`config.mk`:
```
export PLATFORM = sky130hd
export DESIGN_NAME = scratchpad_bank_arbiter
export DESIGN_NICKNAME = d
export VERILOG_FILES = /design/src/rtl/scratchpad_bank_arbiter.sv
export SDC_FILE = /design/constraint.sdc
export NUM_CORES = 1
export LEC_CHECK = 0
export CELL_PAD_IN_SITES_DETAIL_PLACEMENT = 1
export CELL_PAD_IN_SITES_GLOBAL_PLACEMENT = 1
export CORE_AREA = 3 3 163 165
export CTS_CLUSTER_DIAMETER = 100
export DETAILED_ROUTE_END_ITERATION = 12
export DIE_AREA = 0 0 166 168
export DONT_BUFFER_PORTS = 1
export HOLD_SLACK_MARGIN = 0.02
export PLACE_DENSITY_LB_ADDON = 0.1
export SLEW_MARGIN = 30
export SYNTH_ARGS = -nofsm -noshare
export SYNTH_HDL_FRONTEND = slang
export SYNTH_SLANG_ARGS = --single-unit
```
`constraint.sdc`:
```
create_clock -name clk_i -period 3.2 [get_ports clk_i]
set_input_delay 0.64 -clock clk_i [delete_from_list [all_inputs] [get_ports clk_i]]
set_output_delay 0.64 -clock clk_i [all_outputs]
set_load 0.01 [all_outputs]
```
`src/rtl/scratchpad_bank_arbiter.sv`:
```
// Round-robin arbiter sharing one OBI scratchpad bank between NUM_REQ requesters, with in-order response routing.
// Latency: grant and response routing are combinational (same cycle as mem_gnt_i / mem_rvalid_i); no added pipeline stage.
// Backpressure: a pending grant locks the address phase; mem_req_o drops while MAX_OUTSTANDING responses are in flight.
module scratchpad_bank_arbiter #(
    parameter int NUM_REQ         = 4,
    parameter int ADDR_WIDTH      = 32,
    parameter int DATA_WIDTH      = 32,
    parameter int MAX_OUTSTANDING = 2
) (
    input  logic                                  clk_i,
    input  logic                                  rst_ni,
    input  logic [NUM_REQ-1:0]                    req_i,
    output logic [NUM_REQ-1:0]                    gnt_o,
    input  logic [NUM_REQ-1:0][ADDR_WIDTH-1:0]    addr_i,
    input  logic [NUM_REQ-1:0]                    we_i,
    input  logic [NUM_REQ-1:0][DATA_WIDTH/8-1:0]  be_i,
    input  logic [NUM_REQ-1:0][DATA_WIDTH-1:0]    wdata_i,
    output logic [NUM_REQ-1:0]                    rvalid_o,
    output logic [DATA_WIDTH-1:0]                 rdata_o,
    output logic                                  mem_req_o,
    input  logic                                  mem_gnt_i,
    output logic [ADDR_WIDTH-1:0]                 mem_addr_o,
    output logic                                  mem_we_o,
    output logic [DATA_WIDTH/8-1:0]               mem_be_o,
    output logic [DATA_WIDTH-1:0]                 mem_wdata_o,
    input  logic                                  mem_rvalid_i,
    input  logic [DATA_WIDTH-1:0]                 mem_rdata_i,
    output logic                                  err_o
);

    localparam int IDX_W = $clog2(NUM_REQ);
    localparam int CNT_W = $clog2(MAX_OUTSTANDING + 1);
    localparam int PTR_W = (MAX_OUTSTANDING > 1) ? $clog2(MAX_OUTSTANDING) : 1;

    logic [IDX_W-1:0] rr_ptr;
    logic             locked;
    logic [IDX_W-1:0] lock_idx;
    logic [IDX_W-1:0] rr_sel;
    logic [IDX_W-1:0] sel;
    logic             found;
    int               cand;

    logic [IDX_W-1:0] fifo_q [MAX_OUTSTANDING];
    logic [PTR_W-1:0] wr_ptr;
    logic [PTR_W-1:0] rd_ptr;
    logic [CNT_W-1:0] count;
    logic             full;
    logic             empty;
    logic             hs;
    logic             pop;
    logic [IDX_W-1:0] head;

    function automatic logic [PTR_W-1:0] ptr_inc(input logic [PTR_W-1:0] p);
        return (p == PTR_W'(MAX_OUTSTANDING - 1)) ? '0 : p + 1'b1;
    endfunction

    assign full  = (count == CNT_W'(MAX_OUTSTANDING));
    assign empty = (count == '0);
    assign head  = fifo_q[rd_ptr];

    // Rotating-priority search: first requester at or after rr_ptr.
    always_comb begin
        rr_sel = rr_ptr;
        found  = 1'b0;
        cand   = 0;
        for (int k = 0; k < NUM_REQ; k++) begin
            cand = int'(rr_ptr) + k;
            if (cand >= NUM_REQ) cand = cand - NUM_REQ;
            if (!found && req_i[IDX_W'(cand)]) begin
                rr_sel = IDX_W'(cand);
                found  = 1'b1;
            end
        end
    end

    // A stalled address phase stays pinned to the locked requester.
    assign sel = locked ? lock_idx : rr_sel;

    // Held low during reset so nothing is issued before the state is valid.
    assign mem_req_o   = rst_ni & ~full & (locked | (|req_i));
    assign mem_addr_o  = addr_i[sel];
    assign mem_we_o    = we_i[sel];
    assign mem_be_o    = be_i[sel];
    assign mem_wdata_o = wdata_i[sel];
    assign hs          = mem_req_o & mem_gnt_i;
    assign pop         = mem_rvalid_i & ~empty;
    assign rdata_o     = mem_rdata_i;

    // Grant goes only to the selected requester on a memory handshake.
    always_comb begin
        gnt_o = '0;
        if (hs) gnt_o[sel] = 1'b1;
    end

    // Response valid goes to the requester at the head of the ID FIFO.
    always_comb begin
        rvalid_o = '0;
        if (pop) rvalid_o[head] = 1'b1;
    end

    // Arbitration state: advance priority past the winner, lock on a stalled request.
    always_ff @(posedge clk_i or negedge rst_ni) begin
        if (!rst_ni) begin
            rr_ptr   <= '0;
            locked   <= 1'b0;
            lock_idx <= '0;
        end else if (hs) begin
            rr_ptr   <= (sel == IDX_W'(NUM_REQ - 1)) ? '0 : sel + 1'b1;
            locked   <= 1'b0;
        end else if (mem_req_o) begin
            locked   <= 1'b1;
            lock_idx <= sel;
        end
    end

    // ID FIFO pointers and occupancy; push and pop together leave the count unchanged.
    always_ff @(posedge clk_i or negedge rst_ni) begin
        if (!rst_ni) begin
            wr_ptr <= '0;
            rd_ptr <= '0;
            count  <= '0;
        end else begin
            if (hs)  wr_ptr <= ptr_inc(wr_ptr);
            if (pop) rd_ptr <= ptr_inc(rd_ptr);
            if (hs && !pop)      count <= count + 1'b1;
            else if (!hs && pop) count <= count - 1'b1;
        end
    end

    // ID FIFO storage; entries are only read while the count covers them.
    always_ff @(posedge clk_i) begin
        if (hs) fifo_q[wr_ptr] <= sel;
    end

    // Sticky error on a response that no outstanding request accounts for.
    always_ff @(posedge clk_i or negedge rst_ni) begin
        if (!rst_ni)                err_o <= 1'b0;
        else if (mem_rvalid_i && empty) err_o <= 1'b1;
    end

endmodule
```
* Yosys cells after proc, flatten, opt, wreduce, memory -nomap -nowiden *
Memories as Yosys holds them, arrays and structs flattened.
Cells that the tools add are included.

operators by class
  multiplexer cells = 47
  reductions and logical operators = 18
  div/mod/pow operators = 0
  bitwise logic cells = 8
  $mul = 0
  $lt $le $gt $ge = 12
  shifts and indexed selects = 0
  equal/unequal tests = 2
  $add $sub $neg = 12

operators by type and width
  operator             count
  $bmux 32 s2          2
  $mux 32              2
  $mux 2               12
  $mux 1               20
  $lt 2x4->1 const B   4
  $mux 4               3
  $bmux 1 s2           5
  $sub 2x1->2 const B  5
  $ge 3x3->1 const B   3
  $bmux 4 s2           1
  $logic_and 1x1->1    8
  $add 2x2->3 const B  2
  $lt 2x3->1 const B   2
  $logic_not 1->1      5
  $add 2x1->2 const B  2
  $and 1x1->1          4
  $demux 1 s2          2
  $eq 2x2->1 const B   2
  $ge 2x1->1 const B   2
  $reduce_bool 2->1    2
  $reduce_or 4->1      1
  $add 2x1->3 const B  1
  $ge 2x3->1 const B   1
  $not 1->1            3
  other kinds (4)      5

storage, ports and cells
  word-level logic and storage cells = 107
  latch bits = 0
  memory bits (writable) = 4
  register bits after elaboration = 10
  ROM bits = 0
  bits of input ports = 316
  output and inout bits = 111
  memories = 1

memories
  memory  words  bits a word  rd ports  clocked after Yosys merged registers in  wr ports  line  text
  fifo_q  2      2            1         0                                        1         43    logic [IDX_W-1:0] fifo_q [MAX_OUTSTANDING];

* Depth between registers and ports, before layout *
Gate-level depths: netlist (run 1).

  depth after elaboration = 21
  depth in mapped cells = 11
  gate-level depth less buffers = 9

* Least setup slack after synthesis (run 1) *
No wires, ideal clock.

  kind = input -> output
  start point = input req_i[1]
  end point = output gnt_o[3]
  setup slack = 0.583 ns
  path buffers = 1
  cell stages on the path = 8
  arrival time = 1.977 ns
  path through = inv_1 > a221oi_1 > a31oi_1 > o31a_1 > inv_4 > buf_6 > ha_1 > and3_1

on the way
  cells in the longest elaborated chain, start to end = 19

RTL lines
  element                                                         line  text
  start: declaration                                              12    input logic [NUM_REQ-1:0] req_i,
  $bmux 1 s2                                                      69    if (!found && req_i[IDX_W'(cand)]) begin
  $mux 1 (not written as such) (2 in a row)                       69
  $mux 1                                                          69
  $logic_not 1->1                                                 69
  $logic_and 1x1->1                                               69
  $mux 1                                                          69
  $logic_not 1->1                                                 69
  $logic_and 1x1->1                                               69
  [2 not listed]                                                  --
  $logic_and 1x1->1                                               69
  $mux 2                                                          69
  $mux 2                                                          77    assign sel = locked ? lock_idx : rr_sel;
  $lt 2x3->1 (not written as such) or $ge 2x1->1 (tied branches)  92    if (hs) gnt_o[sel] = 1'b1;
  $logic_and 1x1->1 (not written as such)                         92
  $mux 1 (not written as such)                                    92
  $demux 1 s2                                                     92
  $mux 4 (*)                                                      92
  end: declaration                                                13    output logic [NUM_REQ-1:0] gnt_o,

Every way passes the cells marked *; elsewhere a longest branch is shown, timed or not. The select of a mux whose other input is x is not followed.

* Worst setup path after layout (run 1) *
  start point = register rr_ptr[0]
  end point = output mem_be_o[3]

on the way
  cells in the longest elaborated chain, start to end = 18

RTL lines
  element                                               line  text
  start: declaration                                    35    logic [IDX_W-1:0] rr_ptr;
  start signal: assignment                              108   rr_ptr <= (sel == IDX_W'(NUM_REQ - 1)) ? '0 : sel + 1'b1;
  branches (longest 14 deep; another with $add 2x1->3)  --
  $mux 2 (*)                                            69
  $mux 2 (*)                                            77
  $bmux 4 s2 (*)                                        83    assign mem_be_o = be_i[sel];
  $mux 4 (not written as such) (*)                      83
  end: declaration                                      24    output logic [DATA_WIDTH/8-1:0] mem_be_o,

Mark *: on every way between the ends. The select of a mux whose other input is x is not followed.

==> results_dict.tcl, run 1 <==
set metrics [dict create \
    final_area_sq_um 3910 \
    synth_warnings 0 \
    cts_tree "built" \
    rrSetupSlack_ns 0.87 \
    num_vias 2744 \
    synth_area_sq_um 3470 \
    rsz0062_at_grt "false" \
    routedWlPerCell_um 21.0 \
    switching_share 0.485 \
    start_kind "flip-flop" \
    placed_cells 674 \
    cts.path.max_buffers 2 \
    instances_no_fill 683 \
    die_y_um 168 \
    core_region_area_sq_um 25200 \
    place_area_sq_um 3720 \
    grt_use_total 0.0875 \
    antenna_found_initial 0 \
    clock.fmax_mhz 329 \
    setup_tns_ns 0 \
    outcome "finished clean" \
    die-area_sq_um 27900 \
    vias_per_cell 4.02 \
    grt_max_degree 50 \
    combPwrFrac 0.876 \
    arrival_ns 2.40 \
    pin_count 427 \
    fp-row-count 58 \
    drive_gt1_frac 0.181 \
    areaGrowthSynthToFinish_pct 12.6 \
    fin_hold_ws_ns 0.0864 \
    synth_cell_types 35 \
    cp_slowest_cell "dfrtp_1" \
    synth.most_common_cell "mux2i_1" \
    dieWidth_um 166 \
    path_buf_inv 4 \
    period_share 0.950 \
    nNetsFinal 672 \
    crit_required_ns 2.56 \
    clk_pin_slew_ns 0.05 \
    final_max_slew_viol_count 0 \
    cell_internal_pwr_mw 2.53 \
    drt_iter0_drc 76 \
    hold_viol_final 0 \
    ctsHtreeMaxLevel 1 \
    critPathKind "flip-flop to primary output" \
    maxCapViolations 0 \
    yosysTopAreaCellShare 0.597 \
    insertion_delay_ns 0.25 \
    drtAntennaViolNets 0 \
    cts_buffers 3 \
    overflow 0 \
    synth_edf_count 4 \
    tightest_slew_ns 0.556 \
    rr_worst_depth 9 \
    path_depth 10 \
    cts-root-buf "clkbuf_16" \
    relSlewSlack 0.627 \
    hp-class "input port to asynchronous set/reset pin" \
    ys_top_cells_by_area "mux2i_1 (60%), buf_4 (7.3%), dfrtp_1 (7.2%)" \
    ys_top_cells_by_count "mux2i_1 (207), buf_4 (34), nor2_1 (13), dfrtp_1 (10)" \
    period_needed_ns 3.04 \
    crit_path_end_kind "primary output" \
    synthArstFlopShare 0.714 \
    start_util 0.138 \
    p_switching_mw 2.39 \
    antennaDiodeCount 0 \
    skew_ns 0.00487 \
    wirelength_mm 14.3 \
    power_frac_seq 0.074 \
    cts.sinks 14 \
    crit_end "mem_be_o[3]" \
    drc_errors 0 \
    dp_hpwl_mm 12.1 \
    ys_ff_latch 14 \
    ys.flop_type "dfrtp_1" \
    finalSetupViolations 0 \
    syn_avg_cell_area_sq_um 9.81 \
    reg2reg_from "rr_ptr[0]" \
    total_power_mw 4.92 \
    power_frac_clock 0.050 \
    path_delay_family "buffers and inverters" \
    cp-startpoint "rr_ptr[0]" \
    cts-hold-fix-buffers 0 \
    seq_area_frac_synth 0.107 \
    grt_pass1_vias 3087 \
    yosys.area.top_type "mux2i_1" \
    slowest_delay_ns 0.46 \
    timing.rr.end "rr_ptr[1]" \
    crit_path_max_fanout 19 \
    syn_nets 672 \
    critical_path.cell_chain "nand2b_1, nand3_1, a21o_1, a32oi_4, buf_12, buf_12, buf_16, mux2i_1, mux2i_1, buf_4" \
    vdd_ir_drop_max_v 0.000283 \
    leakage_nw 1.89 \
    gp_congestion 0.707 \
    power.density_nw_per_um2 1260 \
    drt_first_pass_iters 4 \
    netlist_instances 354 \
    io_buffer_count 0 \
    grt_pass1_wl_mm 19.4 \
]
-- registers in the layout, summed over array words and instances, names as in the netlist --
signal and cells:
count 2, err_o 1, fifo_q 4, lock_idx 2, locked 1, rd_ptr 1, rr_ptr 2, wr_ptr 1
-- placed cells by master (no fill, tap or decap), types with 2 or more instances in the layout --
cell type	n
mux2i_1	206
a21o_1	3
xnor2_1	4
clkbuf_16	5
nand2_1	6
and3_1	2
o21ai_1	4
nand3_1	2
buf_6	6
edfxtp_1	4
buf_4	40
buf_12	4
inv_2	3
inv_1	6
nor2_1	13
nor3_1	7
nand2b_1	3
ha_1	2
a21oi_1	7
dfrtp_1	9
-- metrics by stage --
step,setup WS [ns],util
2_1_floorplan,0.583,-
6_report,0.159,0.155
3_5_place_dp,0.259,0.148
4_1_cts,0.0636,0.151
5_1_grt,0.00410,0.155
3_3_place_gp,0.276,0.148
-- how the worst min path moves through the flow --
| stage | startpoint | endpoint | slack, ns | cells after the start |
|---|---|---|---|---|
| finish | rst_ni | lock_idx[1] | 0.09 | 0 |
| global route | rst_ni | rd_ptr | 0.08 | 0 |
| CTS | rst_ni | rd_ptr | 0.08 | 0 |
| detailed placement | rst_ni | rd_ptr | 0.34 | 0 |
| global placement | rst_ni | rr_ptr[1] | 0.34 | 0 |
| floorplan | rst_ni | count[0] | 0.34 | 0 |
-- timing repair --
| action | 4_1_cts | 5_1_grt |
|---|---|---|
| setup endpoints to repair | 0 | 22 |
| gates resized for setup | 0 | 9 |
| setup buffers | 0 | 3 |
-- per-layer routing --
metal	up-vias	wire [um]	global-route usage
met1	1296	5140	0.0939
met5	-	0	0
met3	19	934	0.0193
met2	167	8100	0.175
met4	0	161	0.0163
li1	1262	-	-
-- logic make-up after synthesis --
group                      after synthesis  synth area share
muxes                                  208             0.600
buffers and inverters                   68             0.185
and+or+nand+nor                         36            0.0494
AOI/OAI and AO/OA                       21            0.0393
DFF                                     14             0.107
xor gates and xnor gates                 5            0.0126
adders and majority gates                2           0.00720
-- power groups by stage --
stage / Sequential (mW) / Combinational, mW / Clock, mW
2_1_floorplan: 0.308 / 3.50 / 0
3_3_place_gp: 0.371 / 4.12 / 0
3_5_place_dp: 0.371 / 4.13 / 0
4_1_cts: 0.368 / 4.15 / 0.253
5_1_grt: 0.378 / 4.64 / 0.264
6_report: 0.365 / 4.31 / 0.247
-- area by class of cell --
cell class / count / area (sq um)
fillers: 2932 / 21300
multi-input cells: 272 / 2480
repair buffers: 53 / 526
well taps: 330 / 413
flip-flops and latches: 14 / 372
clock buffers: 4 / 78.8
inverters: 10 / 40.0
No activity file was read; power rests on OpenSTA's default activity.
==> inputs of run 2 (changes only) <==
Settings changed: ABC_AREA set to 1, CORE_AREA 3 3 163 165 to 3 3 164 166, DIE_AREA 0 0 166 168 to 0 0 167 169.
==> run 2 against run 1 <==
Against the previous run: die area is 1.2% higher; clock power is 2% lower; combinational power is 78% higher; maximum frequency is 1.6% higher; core utilization is 4.3 points higher; area after synthesis is 36% higher; flip-flop and latch count stayed put; synthesized cell count grew to 2.7 times the previous value; cell count is 78% higher; critical path type unchanged; critical endpoint is now mem_be_o[2]; largest cell class unchanged.
==> results_dict.tcl, run 2 <==
set metrics [dict create \
    num_vias 5755 \
    slowest_delay_ns 0.44 \
    cts-hold-fix-buffers 0 \
    cts.sinks 14 \
    routedWlPerCell_um 19.8 \
    ys.flop_type "dfrtp_1" \
    synth_cell_types 28 \
    crit_required_ns 2.56 \
    pin_count 427 \
    switching_share 0.655 \
    synth_compound_area_frac 0.0169 \
    setup_slack_ns 0.208 \
    yosysTopAreaCellShare 0.375 \
    finalSetupViolations 0 \
    drt_iter0_drc 286 \
    die_y_um 169 \
    leakage_nw 3.11 \
    yosys.area.top_type "nand3_1" \
    start_util 0.184 \
    synthArstFlopShare 0.714 \
    power.density_nw_per_um2 1610 \
    cts_tree "built" \
    overflow 0 \
    vdd_ir_drop_max_v 0.000527 \
    skew_ns 0.00273 \
    power_frac_seq 0.043 \
    drive_gt1_frac 0.0706 \
    drtAntennaViolNets 0 \
    cp_common_cell "nand2_1" \
    insertion_delay_ns 0.24 \
    synth.most_common_cell "nand3_1" \
    crit_path_max_fanout 14 \
    antenna_found_initial 1 \
    dieWidth_um 167 \
    synth_xor_area_frac 0.00739 \
    layout_commonest_cell "nand3_1" \
    areaGrowthSynthToFinish_pct 7.92 \
    clock.fmax_mhz 334 \
    synth_area_sq_um 4740 \
    tightest_slew_ns 0.492 \
    core_region_area_sq_um 25800 \
    cts_buffers 3 \
    arrival_ns 2.35 \
    fillers 3381 \
    power_frac_clock 0.029 \
    synth_simple_gate_area_frac 0.616 \
    maxCapViolations 0 \
    combPwrFrac 0.928 \
    cell_internal_pwr_mw 2.85 \
    total_power_mw 8.26 \
    final_cell_mix "nand3_1 (353), nand2_1 (263), inv_1 (157)" \
    ys_top_cells_by_count "nand3_1 (355), nand2_1 (267), inv_1 (157), buf_4 (59), clkbuf_1 (27)" \
    ys_top_cells_by_area "nand3_1 (37%), nand2_1 (21%), inv_1 (12%)" \
    hold_viol_final 0 \
    period_share 0.935 \
    crit_path_end_kind "primary output" \
    synth_warnings 0 \
    ys_ff_latch 14 \
    cts.path.max_buffers 2 \
    critical_path.cell_chain "buf_4, nand2_1, nand3_1, nand2_2, nand2_2, nor2_4, nand2_1, nand3_4, buf_4, buf_6, nand3_1, nand2_1, nand2_1, nand2_1" \
    drc_errors 0 \
    largest_reg_flops 4 \
    final_max_slew_viol_count 0 \
    synth_fa_ha_area_frac 0.00528 \
    setup_tns_ns 0 \
    hp-class "input port to asynchronous set/reset pin" \
    relSlewSlack 0.671 \
    final_area_sq_um 5110 \
    die-area_sq_um 28200 \
    vias_per_cell 4.74 \
    wirelength_mm 24.1 \
    cts-root-buf "clkbuf_16" \
    outcome "finished clean" \
    clk_pin_slew_ns 0.05 \
    synth_edf_count 4 \
    dp_slack_ns 0.326 \
    grt_use_total 0.147 \
    start_kind "flip-flop" \
    largest_register "fifo_q" \
    dp_hpwl_mm 17.2 \
    critPathKind "flip-flop to primary output" \
    io_buffer_count 0 \
    ctsHtreeMaxLevel 1 \
    seq_area_frac_synth 0.0781 \
    grt_max_degree 71 \
    period_needed_ns 2.99 \
    syn_avg_cell_area_sq_um 5.00 \
    multiInputGateArea_sq_um 3120 \
    rsz0062_at_grt "false" \
    muxShareOfSynthArea 0.00211 \
    synth_top_family_by_area "simple AND/OR/NAND/NOR gates" \
    netlist_instances 948 \
    grt_pass1_vias 5852 \
    place_area_sq_um 4790 \
    nNetsFinal 1197 \
    utilization 0.199 \
    drt_first_pass_iters 4 \
    cp_slowest_cell "dfrtp_2" \
    gp_congestion 0.747 \
    fp-row-count 59 \
    grt_pass1_wl_mm 34.3 \
    syn_nets 1266 \
    p_switching_mw 5.41 \
    seq_area_sq_um 373 \
]
## run 2: changes by cell type after synthesis, sizes merged, moves of 4 or more
cell,change
o21ai,+4
nand3,+355
buf,+30
mux2i,-206
clkbuf,+23
nor3,-4
inv,+150
nand2,+268
a21oi,-6
## run 2: worst max-delay path, delay by kind of cell, from the launching register on
kind / cells / cell delay [ns]
buf+inv: 3 / 0.57
flops: 1 / 0.44
simple gates: 11 / 1.10
## run 2: final cells by class
type                    count  share of cell area
well taps                 335              0.0819
flip-flops and latches     14              0.0729
repair buffers             34               0.101
diodes                      1            0.000489
clock buffers               3              0.0147
inverters                 160               0.118
multi-input cells         666               0.610
clock inverters             1            0.000734
## run 2: stage by stage
step           hold WS [ns]  cells
6_report             0.0876   1214
3_5_place_dp          0.345   1197
4_1_cts              0.0844   1201
3_3_place_gp          0.345   1197
2_1_floorplan         0.344    948
5_1_grt              0.0763   1214
## run 2: final timing paths
path | start | to | slack [ns] | depth (start not counted)
setup / recovery | rr_ptr[0] | mem_be_o[2] | 0.21 | 14
hold / removal | rst_ni | lock_idx[1] | 0.09 | 0
setup reg to reg | count[0] | count[1] | 1.07 | 9
hold reg to reg | lock_idx[1] | lock_idx[1] | 0.48 | 2
max in group asynchronous | rst_ni | rr_ptr[0] | 3.03 | 0
min in group clk_i | lock_idx[1] | lock_idx[1] | 0.48 | 2
## run 2: layer usage
layer / up-vias / global-route usage / part of all wire
li1: 2825 / - / -
met1: 2694 / 0.183 / 0.42
met2: 220 / 0.266 / 0.51
met3: 16 / 0.0308 / 0.058
met4: 0 / 0.0219 / 0.0089
met5: - / 0 / 0
## run 2: cell families after synthesis
kind of cell / Yosys count
AND/OR/NAND/NOR: 647
adder cells (fa/ha/maj): 2
XOR/XNOR: 4
buffers and inverters: 268
AO/OA/AOI/OAI: 12
multiplexers: 1
flip-flops: 14
## run 2: timing repair
item                       4_1_cts  5_1_grt
setup endpoints to repair        0       71
gates resized for setup          0       16
setup buffers                    0        5
## run 2: power groups by stage
stage	Combinational, mW	Sequential (mW)	Clock, mW
after floorplan	5.47	0.314	0
after global placement	7.10	0.351	0
after detailed placement	7.04	0.348	0
after CTS	7.06	0.344	0.248
after global routing	8.62	0.363	0.260
final	7.66	0.351	0.242
